$ cat src/rtl/tdm_demux_1x16_if.sv
// Serial-link side and parallel-word side of the 1:16 TDM demultiplexer.
// master drives the serial bit stream; slave is the demultiplexer itself.
interface tdm_demux_1x16_if;
   logic        din;
   logic        din_valid;
   logic        sync;
   logic [15:0] dout;
   logic        dout_valid;
   logic [3:0]  slot;
   logic        locked;
   logic        sync_err;

   modport master (
      output din, din_valid, sync,
      input  dout, dout_valid, slot, locked, sync_err
   );

   modport slave (
      input  din, din_valid, sync,
      output dout, dout_valid, slot, locked, sync_err
   );
endinterface

$ cat src/rtl/tdm_demux_1x16.sv
// Registered 1:16 TDM demultiplexer: assembles 16 slot bits into dout, strobing dout_valid on the slot-15 edge.
// din_valid=0 stalls everything; there is no backpressure toward the serial link.
module tdm_demux_1x16 #(
   parameter bit SYNC_REQ = 1'b0
) (
   input  logic              clk,
   input  logic              rst,
   tdm_demux_1x16_if.slave   bus
);
   typedef enum logic {HUNT = 1'b0, LOCKED = 1'b1} state_t;

   state_t      state;
   logic [15:0] asm_q;
   logic [15:0] dout_q;
   logic        dout_valid_q;
   logic [3:0]  slot_q;
   logic        sync_err_q;

   always_ff @(posedge clk or posedge rst) begin
      if (rst) begin
         state        <= HUNT;
         asm_q        <= 16'h0000;
         dout_q       <= 16'h0000;
         dout_valid_q <= 1'b0;
         slot_q       <= 4'd0;
         sync_err_q   <= 1'b0;
      end else begin
         dout_valid_q <= 1'b0;
         sync_err_q   <= 1'b0;
         if (bus.din_valid) begin
            case (state)
               HUNT: begin
                  if (bus.sync) begin
                     asm_q[0] <= bus.din;
                     slot_q   <= 4'd1;
                     state    <= LOCKED;
                  end
               end
               LOCKED: begin
                  // Misplaced sync wins over everything, including slot 15 completion.
                  if (bus.sync && slot_q != 4'd0) begin
                     sync_err_q <= 1'b1;
                     asm_q[0]   <= bus.din;
                     slot_q     <= 4'd1;
                  end else if (slot_q == 4'd0 && !bus.sync && SYNC_REQ) begin
                     sync_err_q <= 1'b1;
                     slot_q     <= 4'd0;
                     state      <= HUNT;
                  end else if (slot_q == 4'd15) begin
                     asm_q[15]    <= bus.din;
                     dout_q       <= {bus.din, asm_q[14:0]};
                     dout_valid_q <= 1'b1;
                     slot_q       <= 4'd0;
                  end else begin
                     asm_q[slot_q] <= bus.din;
                     slot_q        <= slot_q + 4'd1;
                  end
               end
               default: begin
                  state  <= HUNT;
                  slot_q <= 4'd0;
               end
            endcase
         end
      end
   end

   assign bus.dout       = dout_q;
   assign bus.dout_valid = dout_valid_q;
   assign bus.slot       = slot_q;
   assign bus.locked     = (state == LOCKED);
   assign bus.sync_err   = sync_err_q;
endmodule

$ cat src/flat_wrapper.sv
// flat-port wrapper written by rule: the top's interface ports become plain ports
module tdm_demux_1x16_flat 
#(
   parameter bit SYNC_REQ = 1'b0
)
  (clk, rst, bus_din, bus_din_valid, bus_sync, bus_dout, bus_dout_valid, bus_slot, bus_locked, bus_sync_err);
  tdm_demux_1x16_if bus_i ();
  input  logic clk;
  input  logic rst;
  input wire logic [$bits(bus_i.din)-1:0] bus_din;
  input wire logic [$bits(bus_i.din_valid)-1:0] bus_din_valid;
  input wire logic [$bits(bus_i.sync)-1:0] bus_sync;
  output wire logic [$bits(bus_i.dout)-1:0] bus_dout;
  output wire logic [$bits(bus_i.dout_valid)-1:0] bus_dout_valid;
  output wire logic [$bits(bus_i.slot)-1:0] bus_slot;
  output wire logic [$bits(bus_i.locked)-1:0] bus_locked;
  output wire logic [$bits(bus_i.sync_err)-1:0] bus_sync_err;
  assign bus_i.din = bus_din;
  assign bus_i.din_valid = bus_din_valid;
  assign bus_i.sync = bus_sync;
  assign bus_dout = bus_i.dout;
  assign bus_dout_valid = bus_i.dout_valid;
  assign bus_slot = bus_i.slot;
  assign bus_locked = bus_i.locked;
  assign bus_sync_err = bus_i.sync_err;
  tdm_demux_1x16 #(.SYNC_REQ(SYNC_REQ)) u_core (.clk(clk), .rst(rst), .bus(bus_i));
endmodule
$ cat config.mk
export PLATFORM = sky130hd
export DESIGN_NAME = tdm_demux_1x16_flat
export DESIGN_NICKNAME = d
export VERILOG_FILES = /design/src/rtl/tdm_demux_1x16_if.sv /design/src/rtl/tdm_demux_1x16.sv /design/src/flat_wrapper.sv
export SDC_FILE = /design/constraint.sdc
export NUM_CORES = 1
export LEC_CHECK = 0
export ABC_AREA = 1
export CELL_PAD_IN_SITES_DETAIL_PLACEMENT = 1
export CELL_PAD_IN_SITES_GLOBAL_PLACEMENT = 1
export CORE_MARGIN = 5
export CORE_UTILIZATION = 35
export DETAILED_ROUTE_END_ITERATION = 10
export GPL_ROUTABILITY_DRIVEN = 0
export MAX_ROUTING_LAYER = met4
export PLACE_DENSITY_LB_ADDON = 0.1
export SYNTH_ARGS = -nofsm -noshare
export SYNTH_HDL_FRONTEND = slang
export SYNTH_SLANG_ARGS = --single-unit
$ cat constraint.sdc
create_clock -name clk -period 4.05 [get_ports clk]
set_clock_uncertainty 0.1 [all_clocks]
set_input_delay 0.81 -clock clk [delete_from_list [all_inputs] [get_ports clk]]
set_output_delay 0.81 -clock clk [all_outputs]
set_load 0.005 [all_outputs]
# After elaboration in Yosys (flattened, before gate mapping)

Cells that the tools add are included.

Bits in registers: 39
Bits in latches: 0
Memory bits (writable): 0
Bits in read-only memories: 0
Input bits: 5
Output and inout port bits: 23
Logic and storage cells: 46
Memories kept: 0

Add/subtract/negate cells: 1
Multipliers: 0
Div/mod/pow operators: 0
$lt $le $gt $ge: 2
Eq/ne operators: 3
Shift-type cells: 0
Muxes and demuxes: 21
Bitwise logic cells: 3
Reduce and logical (&&, ||, !) cells: 8

Operator list:

| operator                                                                            | count |
|---|---|
| 16-bit bitwise mux                                                                  | 1 |
| 1-bit 2-to-1 mux                                                                    | 14 |
| 4-bit 2-to-1 mux                                                                    | 3 |
| 4-bit case mux with 2 select lines                                                  | 1 |
| 4-bit AND reduction                                                                 | 2 |
| 3-bit AND reduction                                                                 | 2 |
| 4-bit by 5-bit less-than comparator with 1-bit output, second input constant        | 1 |
| 4-bit by 1-bit adder with 4-bit output, second input constant                       | 1 |
| 1-bit demux with 4-bit select                                                       | 1 |
| 4-bit equality test, second input constant                                          | 1 |
| 4-bit by 1-bit greater-or-equal comparator with 1-bit output, second input constant | 1 |
| 4-bit nonzero test                                                                  | 1 |
| 3-bit inequality test, second input constant                                        | 1 |
| 1-bit NOT                                                                           | 3 |
| 1-bit logical AND                                                                   | 2 |
| 2-bit inequality test, second input constant                                        | 1 |
| 1-bit case mux with 2 select lines                                                  | 1 |
| 2-bit AND reduction                                                                 | 1 |

# Logic depth before layout (Yosys ltp)

Gate-level depths: netlist of the first run.

Depth after elaboration: 8
Depth in mapped cells: 11
Mapped depth without buffers: 10

# Worst setup path before layout of the first run

OpenSTA, ideal clock, no wires.

Path kind: reg-to-reg
Start point: register u_core.slot_q[0], in the netlist u_core.bus.slot[0]
End point: register u_core.asm_q[3]
Setup time: 0.125 ns
Arrival time: 1.518 ns
Required time: 3.825 ns
Slack: 2.307 ns
Cell stages (with the launch flop): 10
Path buffers: 2
Clock period less this slack: 1.743 ns
Path through: dfrtp_1 > inv_1 > ha_1 > clkbuf_1 > nand2_2 > nand2_4 > nand3_4 > buf_6 > o21ai_0 > o21ai_1

Cells in the longest elaborated chain, start to end: 5
Elaborated cells between the ends (all ways): 12

Ends and longest elaborated chain:

| element                                                                                                                                                     | RTL line             | source |
|---|---|---|
| from (decl)                                                                                                                                                 | tdm_demux_1x16.sv:16 | `logic [3:0] slot_q;` |
| from (signal assigned)                                                                                                                                      | tdm_demux_1x16.sv:56 | `slot_q <= slot_q + 4'd1;` |
| 4-bit by 5-bit less-than comparator with 1-bit output (not written as such) or 4-bit by 1-bit greater-or-equal comparator with 1-bit output (tied branches) | tdm_demux_1x16.sv:55 | `asm_q[slot_q] <= bus.din;` |
| 1-bit logical AND (not written as such)                                                                                                                     | tdm_demux_1x16.sv:55 |  |
| 1-bit 2-to-1 mux (not written as such)                                                                                                                      | tdm_demux_1x16.sv:55 |  |
| 1-bit demux with 4-bit select                                                                                                                               | --                   |  |
| 16-bit bitwise mux                                                                                                                                          | tdm_demux_1x16.sv:55 |  |
| to (signal, indexed assignment)                                                                                                                             | tdm_demux_1x16.sv:55 |  |
| to (decl)                                                                                                                                                   | tdm_demux_1x16.sv:13 | `logic [15:0] asm_q;` |

Parallel ways exist; a longest one is shown, timed or not.
A chain may end at the register's enable or synchronous reset.

# Worst setup path after layout of the first run

Start point: register u_core.slot_q[2], in the netlist u_core.bus.slot[2]
End point: output port bus_slot[2]

RTL lines:

| element   | RTL line           | source |
|---|---|---|
| to (decl) | flat_wrapper.sv:15 | `output wire logic [$bits(bus_i.slot)-1:0] bus_slot;` |

No word-level cell between the ends.

==> run summary, run 1 <==
Status = completed
Gr ovfl total = 0
Setup bufs post-CTS = 0
Routed Antenna Nets = 0
H-tree depth = 2
DRT Pass-1 Iters = 4
Drt total wl = 4378 um
Ant. Diodes = 0
Crit end category = output pin
Largest net degree at the start of global routing = 39
Setup violations, final = 0
Maximum vdd drop = 0.0002176 V
Final hold viol count = 0
WHS = 0.3704 ns
WS Path Type = reg -> out
FP Rows = 26
Ports = 28
DR vias/cell = 4.782
Clk buf depth = 2
Synth top area share = 0.5318
Synth warn = 0
Hold Buf Count CTS = 0
Met2 usage = 0.2581
Final setup TNS = 0 ns
Dpl cell area = 0.002100 sq mm
DRT iter0 DRCs = 131
Die Height = 81.48 um
Mapped cell area = 0.001788 sq mm
Design Area, Final = 0.002191 sq mm
Power, Total = 1.142 mW
Distinct cell type count after synthesis = 23
Total CTS buffers = 5
Post-Layout Cell Count = 308
Crit path arrival time = 1.41 ns
Leading area contributor after synthesis = dfrtp_1
Layout cells sized above 1 = 0.07983
Die ar. = 0.006638 sq mm
Final nets = 246
Post-synth EDFFs = 0
Buf/Inv on CP = 1
Fin crit share = 0.5730
DR WL/cell = 14.21 um
CP Cell Sequence = clkdlybuf4s50_1
CTS resizes = 0
Max_slew headroom = 0.6307
Worst-path clk slew = 0.07 ns
Via count = 1,473
Mapped Avg Cell Area = 8.596 sq um
Final Util = 0.4345
Req. time, crit path = 3.14 ns
Crit-path max cell delay = 0.58 ns
CTS tree = yes
Area Overhead vs Synth = 22.53%
Inst Count DP = 300
Post-synth net total = 217
Worst-path maximum fanout = 7
Core box area = 0.005042 sq mm
GR Util met3 = 0.03618
Most used standard cell by instance count after synthesis = nand2_1
Clk_lat worst skew = 0.29 ns
Post-synth top flop = dfrtp_1
Register area share after synthesis = 0.5318
Root Buffer Master = clkbuf_8
RSZ-0062 raised after global routing = no
CP top delay family = buffers and inverters
Vias in the first global route = 1,601
Grt met1 use = 0.1904
CTS sink cnt = 38
First-pass GRT wire length = 7762 um
Initial antenna violation count = 0
Port Buffers = 27
Slowest cell on crit path = clkdlybuf4s50_1
CP startpoint kind = flip-flop
Synthesized instance count = 208
Dpl ws = 1.625 ns
Max-cap viol count = 0
Die width = 81.48 um
DR DRC count = 0
FFs w/ async S/R, synth = 1.000
Global routing's busiest layer = met2
Final setup margin = 1.729 ns
Total GRT Usage = 0.1576
PD cells = 521.1 mW/mm^2
Fin crit period = 2.321 ns
LEAKAGE = 1.093 nW
Number of synthesized register bits = 38
Starting Density = 0.3546
Worst hold-check path type = reg -> reg
Worst-Margin Slew = 0.5519 ns
Final HPWL DP = 3179 um
Fmax = 430.9 MHz
Ranking of synthesized cells by area = dfrtp_1 (53%), nand2_1 (17%), nand3_1 (5.3%)
Synth top cells by count = nand2_1 (83), dfrtp_1 (38), nand3_1 (19)
Pins Over Slew Limit = 0
## final timing paths
path / slack (ns) / startpoint / depth (start not counted) / end
worst max-delay path: 1.73 / u_core.bus.slot[2] / 1 / bus_slot[2]
worst min-delay path: 0.37 / u_core.asm_q[11] / 2 / u_core.bus.dout[11]
worst max register to register: 2.06 / u_core.bus.slot[1] / 8 / u_core.asm_q[14]
worst min register to register: 0.37 / u_core.asm_q[11] / 2 / u_core.bus.dout[11]
max in group asynchronous: 2.68 / rst / 3 / u_core.asm_q[8]
min in group asynchronous: 0.83 / rst / 3 / u_core.bus.dout[12]
## metal layers
metal / up-vias / wire length, um
met2: 23 / 2149
met5: - / 0
met1: 724 / 2045
li1: 718 / -
met3: 8 / 119
met4: 0 / 63
## where the power goes
group	switching [mW]	internal, mW
clock network	0.136	0.137
registers	0.0731	0.461
logic	0.207	0.128
total	0.415	0.726
## registers in the layout, indices dropped and copies added (netlist names)
register	count
u_core.bus.dout_valid	1
u_core.asm_q	15
u_core.bus.locked	1
u_core.bus.dout	16
u_core.bus.slot	4
u_core.bus.sync_err	1
## cell type report
type	count	area (sq um)
fill	623	2851
sequential	38	950.9
multi-input combinational	150	723.2
timing repair buffer	28	277.8
tap	70	87.58
clock buffer	7	86.33
inverter	14	60.06
clock inverter	1	5.005
## logic make-up (layout without fill, tap and decap cells)
group	Yosys count	count (layout)	share of synthesized area
and+or+nand+nor	118	118	0.2939
buffers and inverters	20	50	0.06368
adders and majority gates	4	4	0.02799
AOI/OAI and AO/OA	27	27	0.07768
xor gates and xnor gates	1	1	0.004899
DFF	38	38	0.5318
## cell usage in the layout (no fill, tap or decap), drive strengths merged
master,instances
a21oi,2
a31oi,1
nand2,88
buf,1
clkdlybuf4s50,27
dfrtp,38
clkinv,1
xor2,1
ha,4
inv,14
o211ai,1
clkbuf,7
o21ai,23
nor2,10
nand3,20
Note: power is estimated with default switching activity, not from simulation.
==> run 2: changes to the inputs <==
Clock period 4.05 ns to 2.3 ns, I/O delays scaled along.
==> run summary, run 2 (synthesized netlist as in run 1, its figures left out) <==
Setup bufs post-CTS = 0 (unchanged)
Core box area = 0.005042 sq mm (unchanged)
Final Util = 0.4375 (was 0.4345)
Clk_lat worst skew = 0.29 ns (about the same)
Fmax = 510.5 MHz
Switch Pwr = 738.5 uW (was 415.4 uW)
Total CTS buffers = 5 (unchanged)
DRT iter0 DRCs = 56 (was 131)
Vias in the first global route = 1,614 (was 1,601)
LEAKAGE = 1.103 nW (was 1.093 nW)
CTS resizes = 0 (unchanged)
Crit end category = output pin (unchanged)
Global routing's busiest layer = met2 (unchanged)
CP top delay family = buffers and inverters (unchanged)
DR vias/cell = 4.745 (was 4.782)
Layout cells sized above 1 = 0.08750 (was 0.07983)
Fin crit period = 1.959 ns
First-pass GRT wire length = 7665 um (was 7762 um)
DR DRC count = 0 (unchanged)
DRT Pass-1 Iters = 4 (unchanged)
Worst hold-check path type = reg -> reg (unchanged)
Via count = 1,471 (was 1,473)
Clock share of power = 0.238 (was 0.239)
Worst-path maximum fanout = 7 (unchanged)
Final setup TNS = 0 ns (unchanged)
Hold Buf Count CTS = 0 (unchanged)
Crit path arrival time = 1.40 ns (was 1.41 ns)
Max_slew headroom = 0.6011 (was 0.6307)
Drt total wl = 4478 um (was 4378 um)
Max reg flops = 16 (unchanged)
CP Cell Sequence = clkdlybuf4s50_1 (unchanged)
Setup violations, final = 0 (unchanged)
CP startpoint kind = flip-flop (unchanged)
Cell internal pwr = 1.288 mW (was 726.2 uW)
Maximum vdd drop = 0.0003392 V (was 0.0002176 V)
Starting Density = 0.3546 (unchanged)
Most frequent cells in the layout = nand2_1 (83), dfrtp_1 (38), clkdlybuf4s50_1 (27) (unchanged)
Worst-Margin Slew = 0.5962 ns (was 0.5519 ns)
Dpl ws = 0.2372 ns (was 1.625 ns)
Grt met1 use = 0.1865 (was 0.1904)
CTS sink cnt = 38 (unchanged)
Ant. Diodes = 0 (unchanged)
Switching share of power = 0.3644 (was 0.3639)
Comb power frac = 0.298 (was 0.293)
Ports = 28 (unchanged)
Routed Antenna Nets = 0 (unchanged)
Slowest cell on crit path = clkdlybuf4s50_1 (unchanged)
Buf/Inv on CP = 1 (unchanged)
Most common cell after layout, fill and taps aside = nand2_1 (unchanged)
Flop pwr share = 0.464 (was 0.468)
WS Path Type = reg -> out (unchanged)
DR WL/cell = 14.45 um (was 14.21 um)
FP Rows = 26 (unchanged)
Gr ovfl total = 0 (unchanged)
Die width = 81.48 um (unchanged)
PD cells = 918.8 mW/mm^2 (was 521.1 mW/mm^2)
CTS tree = yes (unchanged)
Power, Total = 2.027 mW (was 1.142 mW)
Area Overhead vs Synth = 23.37% (was 22.53%)
Final setup margin = 0.3413 ns (was 1.729 ns)
H-tree depth = 2 (unchanged)
Die Height = 81.48 um (unchanged)
Initial antenna violation count = 0 (unchanged)
Clk buf depth = 2 (unchanged)
Met2 usage = 0.2614 (was 0.2581)
Worst-path clk slew = 0.08 ns (was 0.07 ns)
Final nets = 248 (was 246)
Multi-input logic area = 723.2 sq um (unchanged)
Pins Over Slew Limit = 0 (unchanged)
RSZ-0062 raised after global routing = no (unchanged)
Total GRT Usage = 0.1591 (was 0.1576)
Max-cap viol count = 0 (unchanged)
Status = completed (unchanged)
Die ar. = 0.006638 sq mm (unchanged)
Port Buffers = 27 (unchanged)
Largest net degree at the start of global routing = 39 (unchanged)
Final HPWL DP = 3221 um (was 3179 um)
Filler cell count = 610 (was 623)
Fin crit share = 0.8516
Crit-path max cell delay = 0.57 ns (was 0.58 ns)
Root Buffer Master = clkbuf_8 (unchanged)
GR Util met3 = 0.03947 (was 0.03618)
Req. time, crit path = 1.74 ns (was 3.14 ns)
FF+latch area = 950.9 sq um (unchanged)
Final hold viol count = 0 (unchanged)
[run 2: cell types whose count changed in the layout (fill, tap and decap cells not counted), sizes merged]
cell	previous run	this run
buf	1	3
[run 2: path summary, 6_finish.rpt]
check	start	end	slack [ns]	depth (start not counted)
max	u_core.bus.slot[2]	bus_slot[2]	0.34	1
min	u_core.asm_q[0]	u_core.bus.dout[0]	0.37	2
max reg2reg	u_core.bus.slot[0]	u_core.asm_q[2]	0.47	6
min reg2reg	u_core.asm_q[0]	u_core.bus.dout[0]	0.37	2
max in group asynchronous	rst	u_core.bus.dout[10]	1.28	3
min in group asynchronous	rst	u_core.asm_q[9]	0.48	3
[run 2: through the flow]
step,hold WS (ns),cell area (sq um),std cells
2_1_floorplan,0.3356,1788,208
3_3_place_gp,0.3610,2115,302
3_5_place_dp,0.3659,2115,302
4_1_cts,0.3827,2206,310
5_1_grt,0.4050,2206,310
6_report,0.3743,2206,310
[run 2: final cells by class]
class	count	share of cell area
tap	70	0.03970
clock buffer	7	0.03914
multi-input combinational	150	0.3278
clock inverter	1	0.002269
sequential	38	0.4311
timing repair buffer	30	0.1327
inverter	14	0.02723
[run 2: layer usage]
metal / vias up / wire, um
met3: 11 / 154
met2: 27 / 2142
li1: 722 / -
met5: - / 0
met4: 0 / 114
met1: 711 / 2067
[run 2: power by group through the flow]
stage	Sequential, mW	Combinational, mW	Clock (mW)
after floorplan	0.914	0.397	0
after global placement	0.957	0.582	0
after detailed placement	0.957	0.609	0
after CTS	0.944	0.616	0.497
after global routing	0.968	0.691	0.531
final	0.939	0.604	0.483
